File: config.mk
export PLATFORM = sky130hd
export DESIGN_NAME = shifter_pipe_flat
export DESIGN_NICKNAME = d
export VERILOG_FILES = /design/src/rtl/shifter_pipe_if.sv /design/src/rtl/shifter_pipe.sv /design/src/flat_wrapper.sv
export SDC_FILE = /design/constraint.sdc
export NUM_CORES = 1
export LEC_CHECK = 0
export CORE_ASPECT_RATIO = 1.4
export CORE_MARGIN = 10
export CORE_UTILIZATION = 50
export DETAILED_ROUTE_END_ITERATION = 10
export PLACE_DENSITY = 0.71
export SYNTH_ARGS = -nofsm -noshare
export SYNTH_HDL_FRONTEND = slang
export SYNTH_SLANG_ARGS = --single-unit
File: constraint.sdc
create_clock -name clk -period 5.2 [get_ports clk]
set_input_delay 0.52 -clock clk [delete_from_list [all_inputs] [get_ports clk]]
set_output_delay 0.52 -clock clk [all_outputs]
set_load 0.05 [all_outputs]
File: src/rtl/shifter_pipe_if.sv
// Request/response bundle for shifter_pipe: valid/ready request side carrying
// the operand and shift controls, valid/ready result side carrying y and flags.
interface shifter_pipe_if #(
  parameter int WIDTH = 32
);
  localparam int SHW = $clog2(WIDTH);

  logic             in_valid;
  logic             in_ready;
  logic [WIDTH-1:0] a;
  logic [SHW-1:0]   shamt;
  logic [1:0]       sh;
  logic             rrx;
  logic             cin;
  logic             out_valid;
  logic             out_ready;
  logic [WIDTH-1:0] y;
  logic             cout;
  logic             zero;

  modport slave (
    input  in_valid, a, shamt, sh, rrx, cin, out_ready,
    output in_ready, out_valid, y, cout, zero
  );

  modport master (
    output in_valid, a, shamt, sh, rrx, cin, out_ready,
    input  in_ready, out_valid, y, cout, zero
  );
endinterface

File: src/rtl/shifter_pipe.sv
// Two-stage elastic barrel shifter (LSL/LSR/ASR/ROR/RRX) with carry-out and zero flag.
// Stage 1 captures the request; stage 2 computes the shift and registers the result.
module shifter_pipe #(
  parameter int WIDTH = 32
) (
  input  logic           clk,
  input  logic           rst_n,
  shifter_pipe_if.slave  bus
);
  localparam int SHW = $clog2(WIDTH);

  if (WIDTH != 8 && WIDTH != 16 && WIDTH != 32 && WIDTH != 64) begin : g_bad_width
    $error("shifter_pipe: WIDTH must be 8, 16, 32 or 64");
  end

  typedef enum logic [1:0] {
    SH_LSL = 2'b00,
    SH_LSR = 2'b01,
    SH_ASR = 2'b10,
    SH_ROR = 2'b11
  } sh_e;

  logic v1, v2, ld1, ld2;

  logic [WIDTH-1:0] a1;
  logic [SHW-1:0]   s1;
  sh_e              m1;
  logic             rrx1, cin1;

  logic [WIDTH-1:0] y_n, y_q;
  logic             cout_n, cout_q, zero_q;

  logic [WIDTH:0]     ext_l, ext_r, ext_a;
  logic [2*WIDTH-1:0] rot;

  assign ld2           = !v2 || bus.out_ready;
  assign ld1           = !v1 || ld2;
  assign bus.in_ready  = ld1;
  assign bus.out_valid = v2;
  assign bus.y         = y_q;
  assign bus.cout      = cout_q;
  assign bus.zero      = zero_q;

  // NOTE: sequential state uses non-blocking assignments so every register
  // samples pre-edge values regardless of statement order.
  always_ff @(posedge clk or negedge rst_n) begin
    if (!rst_n) begin
      v1 <= 1'b0;
      v2 <= 1'b0;
    end else begin
      if (ld1) v1 <= bus.in_valid;
      if (ld2) v2 <= v1;
    end
  end

  // NOTE: operand registers are qualified by v1, so they need no reset.
  always_ff @(posedge clk) begin
    if (ld1 && bus.in_valid) begin
      a1   <= bus.a;
      s1   <= bus.shamt;
      m1   <= sh_e'(bus.sh);
      rrx1 <= bus.rrx;
      cin1 <= bus.cin;
    end
  end

  // Extended shifts carry the last bit shifted out in the extra bit position.
  // NOTE: every always_comb output gets a default first, so no latch is inferred.
  always_comb begin
    ext_l  = {1'b0, a1} << s1;
    ext_r  = {a1, 1'b0} >> s1;
    ext_a  = $signed({a1, 1'b0}) >>> s1;
    rot    = {a1, a1} >> s1;
    y_n    = a1;
    cout_n = cin1;
    if (s1 == '0) begin
      if (m1 == SH_ROR && rrx1) begin
        y_n    = {cin1, a1[WIDTH-1:1]};
        cout_n = a1[0];
      end
    end else begin
      unique case (m1)
        SH_LSL: begin
          y_n    = ext_l[WIDTH-1:0];
          cout_n = ext_l[WIDTH];
        end
        SH_LSR: begin
          y_n    = ext_r[WIDTH:1];
          cout_n = ext_r[0];
        end
        SH_ASR: begin
          y_n    = ext_a[WIDTH:1];
          cout_n = ext_a[0];
        end
        SH_ROR: begin
          y_n    = rot[WIDTH-1:0];
          cout_n = rot[WIDTH-1];
        end
        default: ;
      endcase
    end
  end

  always_ff @(posedge clk or negedge rst_n) begin
    if (!rst_n) begin
      y_q    <= '0;
      cout_q <= 1'b0;
      zero_q <= 1'b0;
    end else if (ld2 && v1) begin
      y_q    <= y_n;
      cout_q <= cout_n;
      zero_q <= (y_n == '0);
    end
  end
endmodule

File: src/flat_wrapper.sv
// flat-port wrapper written by rule: the top's interface ports become plain ports
module shifter_pipe_flat 
#(
  parameter int WIDTH = 32
)
  (clk, rst_n, bus_in_valid, bus_a, bus_shamt, bus_sh, bus_rrx, bus_cin, bus_out_ready, bus_in_ready, bus_out_valid, bus_y, bus_cout, bus_zero);
  shifter_pipe_if #(.WIDTH(WIDTH)) bus_i ();
  input  logic clk;
  input  logic rst_n;
  input wire logic [$bits(bus_i.in_valid)-1:0] bus_in_valid;
  input wire logic [$bits(bus_i.a)-1:0] bus_a;
  input wire logic [$bits(bus_i.shamt)-1:0] bus_shamt;
  input wire logic [$bits(bus_i.sh)-1:0] bus_sh;
  input wire logic [$bits(bus_i.rrx)-1:0] bus_rrx;
  input wire logic [$bits(bus_i.cin)-1:0] bus_cin;
  input wire logic [$bits(bus_i.out_ready)-1:0] bus_out_ready;
  output wire logic [$bits(bus_i.in_ready)-1:0] bus_in_ready;
  output wire logic [$bits(bus_i.out_valid)-1:0] bus_out_valid;
  output wire logic [$bits(bus_i.y)-1:0] bus_y;
  output wire logic [$bits(bus_i.cout)-1:0] bus_cout;
  output wire logic [$bits(bus_i.zero)-1:0] bus_zero;
  assign bus_i.in_valid = bus_in_valid;
  assign bus_i.a = bus_a;
  assign bus_i.shamt = bus_shamt;
  assign bus_i.sh = bus_sh;
  assign bus_i.rrx = bus_rrx;
  assign bus_i.cin = bus_cin;
  assign bus_i.out_ready = bus_out_ready;
  assign bus_in_ready = bus_i.in_ready;
  assign bus_out_valid = bus_i.out_valid;
  assign bus_y = bus_i.y;
  assign bus_cout = bus_i.cout;
  assign bus_zero = bus_i.zero;
  shifter_pipe #(.WIDTH(WIDTH)) u_core (.clk(clk), .rst_n(rst_n), .bus(bus_i));
endmodule
## Word level (Yosys, flattened, before mapping)

Cells that the tools add are included.

| word-level totals | value |
|---|---|
| register bits after elaboration | 77 |
| input bits | 45 |
| output and inout bits | 36 |
| logic and storage cells | 33 |

| cells by class | value |
|---|---|
| equality and inequality tests | 3 |
| mux-type cells | 6 |
| shift-type cells | 4 |
| reduce and logical (&&, ||, !) cells | 10 |

Operators with widths:

| operator | number |
|---|---|
| 32-bit one-hot mux with 4 select lines | 1 |
| 32-bit two-way mux | 2 |
| 64-bit by 5-bit right shift with 32-bit output | 1 |
| 32-bit by 5-bit left shift with 33-bit output | 1 |
| 33-bit by 5-bit right shift with 33-bit output | 1 |
| 33-bit by 5-bit >>> shifter with 33-bit output | 1 |
| 32-bit logical NOT | 1 |
| 5-bit logical NOT | 1 |
| 2-bit equality test, second input constant | 2 |
| 1-bit one-hot mux with 4 select lines | 1 |
| 1-bit logical AND | 3 |
| 2-bit by 1-bit equality test with 1-bit output, second input constant | 1 |
| 1-bit logical NOT | 2 |
| 2-bit logical NOT | 1 |
| 1-bit logical OR | 2 |
| 1-bit two-way mux | 2 |

## Depth between registers and ports, before layout

| logic depth | value |
|---|---|
| word-level depth | 5 |
| depth in mapped cells | 15 |
| mapped depth without buffers | 9 |

## Worst setup path after synthesis

No wires, ideal clock.

| path | value |
|---|---|
| path kind | flip-flop to flip-flop |
| start | register u_core.s1[2] |
| end | register u_core.zero_q, in the netlist u_core.bus.zero |
| clock period less this slack | 3.245 ns |
| arrival | 3.177 ns |
| required time | 5.132 ns |
| slack | 1.955 ns |
| cell stages (with the launch flop) | 13 |
| setup time | 0.068 ns |
| path buffers | 3 |
| path through | edfxtp_1 -> buf_2 -> buf_2 -> clkbuf_1 -> mux4_2 -> mux2_2 -> a32o_1 -> a2111oi_2 -> a31oi_1 -> a2111oi_2 -> nand3_1 -> nor4_1 -> a32o_1 |

| between the ends | value |
|---|---|
| longest elaborated chain between the ends | 4 |
| elaborated cells between the ends (all ways) | 8 |
| those cells by class | 4 x shift; 2 x mux; 2 x reduce/logical |

RTL lines:

| element | line | RTL |
|---|---|---|
| start: declaration | shifter_pipe.sv:26 | `logic [SHW-1:0] s1;` |
| start signal: assignment | shifter_pipe.sv:60 | `s1 <= bus.shamt;` |
| 64-bit by 5-bit right shift with 32-bit output (tied with other cells) | shifter_pipe.sv:73 | `rot = {a1, a1} >> s1;` |
| 32-bit one-hot mux with 4 select lines | shifter_pipe.sv:82 | `unique case (m1)` |
| 32-bit two-way mux (*) | shifter_pipe.sv:76 | `if (s1 == '0) begin` |
| 32-bit logical NOT (*) | shifter_pipe.sv:112 | `zero_q <= (y_n == '0);` |
| end signal: assignment | shifter_pipe.sv:112 |  |
| end: declaration | shifter_pipe.sv:31 | `logic cout_n, cout_q, zero_q;` |

Mark *: on every way between the ends. The rest lies on a longest branch, timed or not.
A chain may end at the register's enable or synchronous reset.

## Final worst setup path

| path | value |
|---|---|
| start | register u_core.s1[4] |
| end | register u_core.zero_q, in the netlist u_core.bus.zero |

Same word-level chain as after synthesis.

==> impl_metrics.prom <==
# TYPE chip_impl_metric gauge
chip_impl_metric{name="synthesis.yosys.warnings",unit=""} 0
chip_impl_metric{name="drt-vias-per-instance",unit=""} 8.05
chip_impl_metric{name="power_frac_clock",unit="%"} 22.3
chip_impl_info{name="postSynth.topFlopCell",value="sky130_fd_sc_hd__edfxtp_1"} 1
chip_impl_metric{name="max_freq",unit="MHz"} 226
chip_impl_info{name="root_buffer",value="sky130_fd_sc_hd__clkbuf_16"} 1
chip_impl_info{name="ys_top_cells_by_area",value="sky130_fd_sc_hd__mux4_2 (19%), sky130_fd_sc_hd__edfxtp_1 (12%), sky130_fd_sc_hd__dfrtp_1 (9.1%), sky130_fd_sc_hd__mux2i_1 (7.6%), sky130_fd_sc_hd__mux2_2 (6.9%)"} 1
chip_impl_metric{name="drive_gt1_share",unit="%"} 20.4
chip_impl_metric{name="switching_power",unit="W"} 0.00141
chip_impl_info{name="worstSetupStartpointType",value="flip-flop"} 1
chip_impl_metric{name="initial_antenna_violation_count",unit=""} 1
chip_impl_metric{name="p_seq_share",unit="%"} 28.8
chip_impl_info{name="rsz0062_at_grt",value="no"} 1
chip_impl_metric{name="synthesis_stage_register_bit_count",unit=""} 77
chip_impl_metric{name="placed_area",unit="um^2"} 10900
chip_impl_metric{name="finalCriticalPeriod",unit="ns"} 4.42
chip_impl_metric{name="core.rowCount",unit=""} 61
chip_impl_info{name="setup.worst_path.class",value="reg2reg"} 1
chip_impl_metric{name="finalHoldViolations",unit=""} 0
chip_impl_metric{name="global_route_wire_length_before_repair",unit="um"} 76200
chip_impl_metric{name="ctsLongestPathBuffers",unit=""} 2
chip_impl_metric{name="layout.cells.non_filler",unit=""} 1364
chip_impl_metric{name="synth_nets",unit=""} 1147
chip_impl_metric{name="boundary_pins",unit=""} 81
chip_impl_info{name="cts_tree",value="done"} 1
chip_impl_metric{name="leakage",unit="nW"} 4.14
chip_impl_metric{name="data_required_time_at_the_worst_endpoint",unit="ns"} 5.50
chip_impl_metric{name="timing.final.crit_share",unit="%"} 84.9
chip_impl_metric{name="initialDrtViolationCount",unit=""} 2659
chip_impl_metric{name="slew_violations",unit=""} 0
chip_impl_metric{name="library_cells_used_by_synthesis",unit=""} 77
chip_impl_metric{name="seq_area_frac_synth",unit="%"} 21.5
chip_impl_metric{name="p_int",unit="W"} 0.00168
chip_impl_metric{name="crit_buf_inv",unit=""} 2
chip_impl_info{name="hp-class",value="in2async"} 1
chip_impl_metric{name="antenna_violating_nets_post_route",unit=""} 0
chip_impl_metric{name="final.setup_skew",unit="ns"} 0.0185
chip_impl_metric{name="start_util",unit="%"} 50.5
chip_impl_metric{name="maximum_capacitance_violations",unit=""} 0
chip_impl_metric{name="finalSetupViolCount",unit=""} 0
chip_impl_metric{name="r2r_setup_slack",unit="ns"} 0.78
chip_impl_metric{name="p_sw_share",unit="%"} 45.5
chip_impl_info{name="critical-path-top-delay-family",value="simple AND/OR/NAND/NOR gates"} 1
chip_impl_metric{name="worstPathMaxFanout",unit=""} 26
chip_impl_metric{name="register_area",unit="um^2"} 2130
chip_impl_metric{name="postRouteWirelength",unit="um"} 53000
chip_impl_metric{name="netlist.area_leader.share",unit="%"} 18.6
chip_impl_metric{name="dr_total_vias",unit=""} 11000
chip_impl_metric{name="placeableCoreArea",unit="um^2"} 19700
chip_impl_metric{name="r2r_cells",unit=""} 10
chip_impl_metric{name="fp.dieW",unit="um"} 139
chip_impl_info{name="critical-path-slowest-cell",value="sky130_fd_sc_hd__edfxtp_1"} 1
chip_impl_metric{name="postLayoutCoreUtil",unit="%"} 56.8
chip_impl_metric{name="clkTransAtPathRegs",unit="ns"} 0.08
chip_impl_info{name="crit_path_end_kind",value="flip-flop"} 1
chip_impl_metric{name="synth_area",unit="um^2"} 9940
chip_impl_metric{name="slew_headroom",unit="%"} 16.1
chip_impl_metric{name="post_cts_resize_count",unit=""} 0
chip_impl_metric{name="final_net_count",unit=""} 1149
chip_impl_metric{name="drc",unit=""} 0
chip_impl_info{name="status",value="completed"} 1
chip_impl_metric{name="place_congestion",unit=""} 1.19
chip_impl_metric{name="cts_max_level",unit=""} 3
chip_impl_metric{name="synthArstFlopShare",unit="%"} 46.8
chip_impl_metric{name="avgSynthCellArea",unit="um^2"} 9.02
chip_impl_metric{name="avgRoutedWirePerCell",unit="um"} 38.9
chip_impl_metric{name="place.port_buffers",unit=""} 80
chip_impl_metric{name="die-area",unit="um^2"} 26000
chip_impl_info{name="synth.largest_area_cell",value="sky130_fd_sc_hd__mux4_2"} 1
chip_impl_metric{name="dp_hpwl",unit="um"} 37000
chip_impl_metric{name="stdcell_area",unit="um^2"} 11200
chip_impl_metric{name="placed_cells_incl_taps",unit=""} 1345
chip_impl_metric{name="die_h",unit="um"} 187
chip_impl_metric{name="arrival",unit="ns"} 4.72
chip_impl_metric{name="cpPeakStageDelay",unit="ns"} 1.04
chip_impl_metric{name="syn-instance-count",unit=""} 1102
chip_impl_metric{name="clkLatencyLatePin",unit="ns"} 0.38
chip_impl_metric{name="tritoncts.num_buffers",unit=""} 9
chip_impl_metric{name="global_route.usage.total",unit="%"} 39.4
chip_impl_metric{name="synth_enable_flop_cells",unit=""} 41
chip_impl_metric{name="drt_pass_1_iters",unit=""} 7
chip_impl_metric{name="multiInputGateArea",unit="um^2"} 7150
chip_impl_metric{name="grt_max_degree",unit=""} 111
chip_impl_metric{name="tritoncts_num_sinks",unit=""} 77
chip_impl_info{name="synthTopCellsByCount",value="sky130_fd_sc_hd__nand2_1 (168), sky130_fd_sc_hd__mux4_2 (82), sky130_fd_sc_hd__clkbuf_1 (79)"} 1
chip_impl_metric{name="p_per_area",unit="nW/um^2"} 277
chip_impl_metric{name="hold_buf_count_cts",unit=""} 0
chip_impl_info{name="regToRegStartpoint",value="u_core.s1[4]"} 1
chip_impl_metric{name="fillCellCount",unit=""} 1771
chip_impl_metric{name="tns",unit="ns"} 0
chip_impl_info{name="timing.rr.end",value="u_core.bus.zero"} 1
chip_impl_metric{name="cts_setup_buffers",unit=""} 0
chip_impl_metric{name="tightest_slew",unit="ns"} 1.26
chip_impl_info{name="sequence_of_cells_on_the_critical_path",value="inv_2, buf_4, nor2_1, a31oi_1, o211ai_1, nor3_1, o21bai_1, or4_1, nor4_1, a32o_1"} 1
chip_impl_metric{name="grt.overflow.total",unit=""} 0
chip_impl_metric{name="power.ir.vdd_worst",unit="uV"} 256
chip_impl_info{name="most_numerous_cell_in_the_yosys_netlist",value="sky130_fd_sc_hd__nand2_1"} 1
chip_impl_metric{name="power.combinational.fraction",unit="%"} 48.9
chip_impl_metric{name="area_growth_syn_to_layout",unit="%"} 12.5
chip_impl_metric{name="via_count_of_the_first_global_routing_pass",unit=""} 10400
==> through the flow <==
step                      total power (W)  setup WS, ns  hold slack (ns)
after floorplan                   0.00177          1.95            0.224
after global placement            0.00233         0.951            0.452
after detailed placement          0.00234         0.951            0.456
after CTS                         0.00302         0.911            0.255
after global routing              0.00316         0.550            0.297
final                             0.00309         0.783            0.224
==> sequential cells by signal, indices dropped and copies added, names as in the netlist <==
name / count
u_core.rrx1: 1
u_core.v1: 1
u_core.a1: 32
u_core.m1: 2
u_core.bus.out_valid: 1
u_core.bus.cout: 1
u_core.bus.zero: 1
u_core.cin1: 1
u_core.s1: 5
u_core.bus.y: 32
==> power groups by stage <==
stage | registers (W) | clock network [W] | logic (W)
finish | 0.000891 | 0.000691 | 0.00151
global route | 0.000894 | 0.000714 | 0.00155
CTS | 0.000877 | 0.000689 | 0.00145
detailed placement | 0.000890 | 0 | 0.00145
global placement | 0.000885 | 0 | 0.00145
floorplan | 0.00103 | 0 | 0.000744
==> how the worst max path moves through the flow <==
stage	cells after the start	slack, ns	start	to
2_1_floorplan	12	1.95	u_core.s1[2]	u_core.bus.zero
3_3_place_gp	10	0.95	u_core.s1[1]	u_core.bus.zero
3_5_place_dp	10	0.95	u_core.s1[1]	u_core.bus.zero
4_1_cts	10	0.91	u_core.s1[1]	u_core.bus.zero
5_1_grt	10	0.55	u_core.s1[1]	u_core.bus.zero
6_report	10	0.78	u_core.s1[4]	u_core.bus.zero
==> layer usage <==
| layer | part of all wire (%) | GRT usage, % |
|---|---|---|
| met5 | 0.047 | 0 |
| met3 | 15 | 13.0 |
| met1 | 32 | 46.2 |
| met2 | 43 | 58.7 |
| met4 | 11 | 29.5 |
==> layout by cell type, fill, tap and decap left out, types with 5 or more instances in the layout <==
cell,Yosys,final
sky130_fd_sc_hd__nand2_1,168,168
sky130_fd_sc_hd__mux4_2,82,82
sky130_fd_sc_hd__clkdlybuf4s50_1,0,79
sky130_fd_sc_hd__mux2i_1,75,75
sky130_fd_sc_hd__nor2_1,65,64
sky130_fd_sc_hd__mux2_2,61,61
sky130_fd_sc_hd__a21oi_1,47,47
sky130_fd_sc_hd__buf_4,3,43
sky130_fd_sc_hd__o21ai_0,42,42
sky130_fd_sc_hd__edfxtp_1,41,41
sky130_fd_sc_hd__dfrtp_1,36,36
sky130_fd_sc_hd__nand3_1,32,32
sky130_fd_sc_hd__a31oi_1,21,21
sky130_fd_sc_hd__a211oi_1,17,17
sky130_fd_sc_hd__a22oi_1,16,16
sky130_fd_sc_hd__nor3_1,17,16
sky130_fd_sc_hd__o211ai_1,16,16
sky130_fd_sc_hd__o22ai_1,14,14
sky130_fd_sc_hd__and2_1,15,14
sky130_fd_sc_hd__and3_1,13,13
sky130_fd_sc_hd__nor2b_1,12,12
sky130_fd_sc_hd__a221oi_1,11,11
sky130_fd_sc_hd__nand2b_1,11,11
sky130_fd_sc_hd__clkbuf_16,0,11
sky130_fd_sc_hd__a32oi_1,9,9
sky130_fd_sc_hd__o31ai_1,9,9
sky130_fd_sc_hd__nor4_1,8,8
sky130_fd_sc_hd__a211o_1,8,8
sky130_fd_sc_hd__or2_2,6,6
sky130_fd_sc_hd__o221ai_1,6,6
sky130_fd_sc_hd__inv_1,7,6
sky130_fd_sc_hd__a32o_1,6,6
sky130_fd_sc_hd__o32ai_1,5,5
sky130_fd_sc_hd__mux4_1,5,5
sky130_fd_sc_hd__or4_1,5,5
sky130_fd_sc_hd__a22o_1,5,5
sky130_fd_sc_hd__buf_12,2,5
==> cells by family after synthesis <==
group / synth area share [%]
mux: 34.4
flops: 21.5
simple gates: 16.7
buf+inv: 6.64
compound gates: 20.8
==> layout make-up <==
type / instances / share of cell area, %
antenna: 3 / 0.0672
clock buffer: 12 / 2.53
clock inverter: 4 / 0.246
inverter: 11 / 0.369
multi-input combinational: 877 / 64.0
sequential: 77 / 19.1
tap: 252 / 2.82
timing repair buffer: 128 / 10.9
Power figures use the tool's default switching activity.
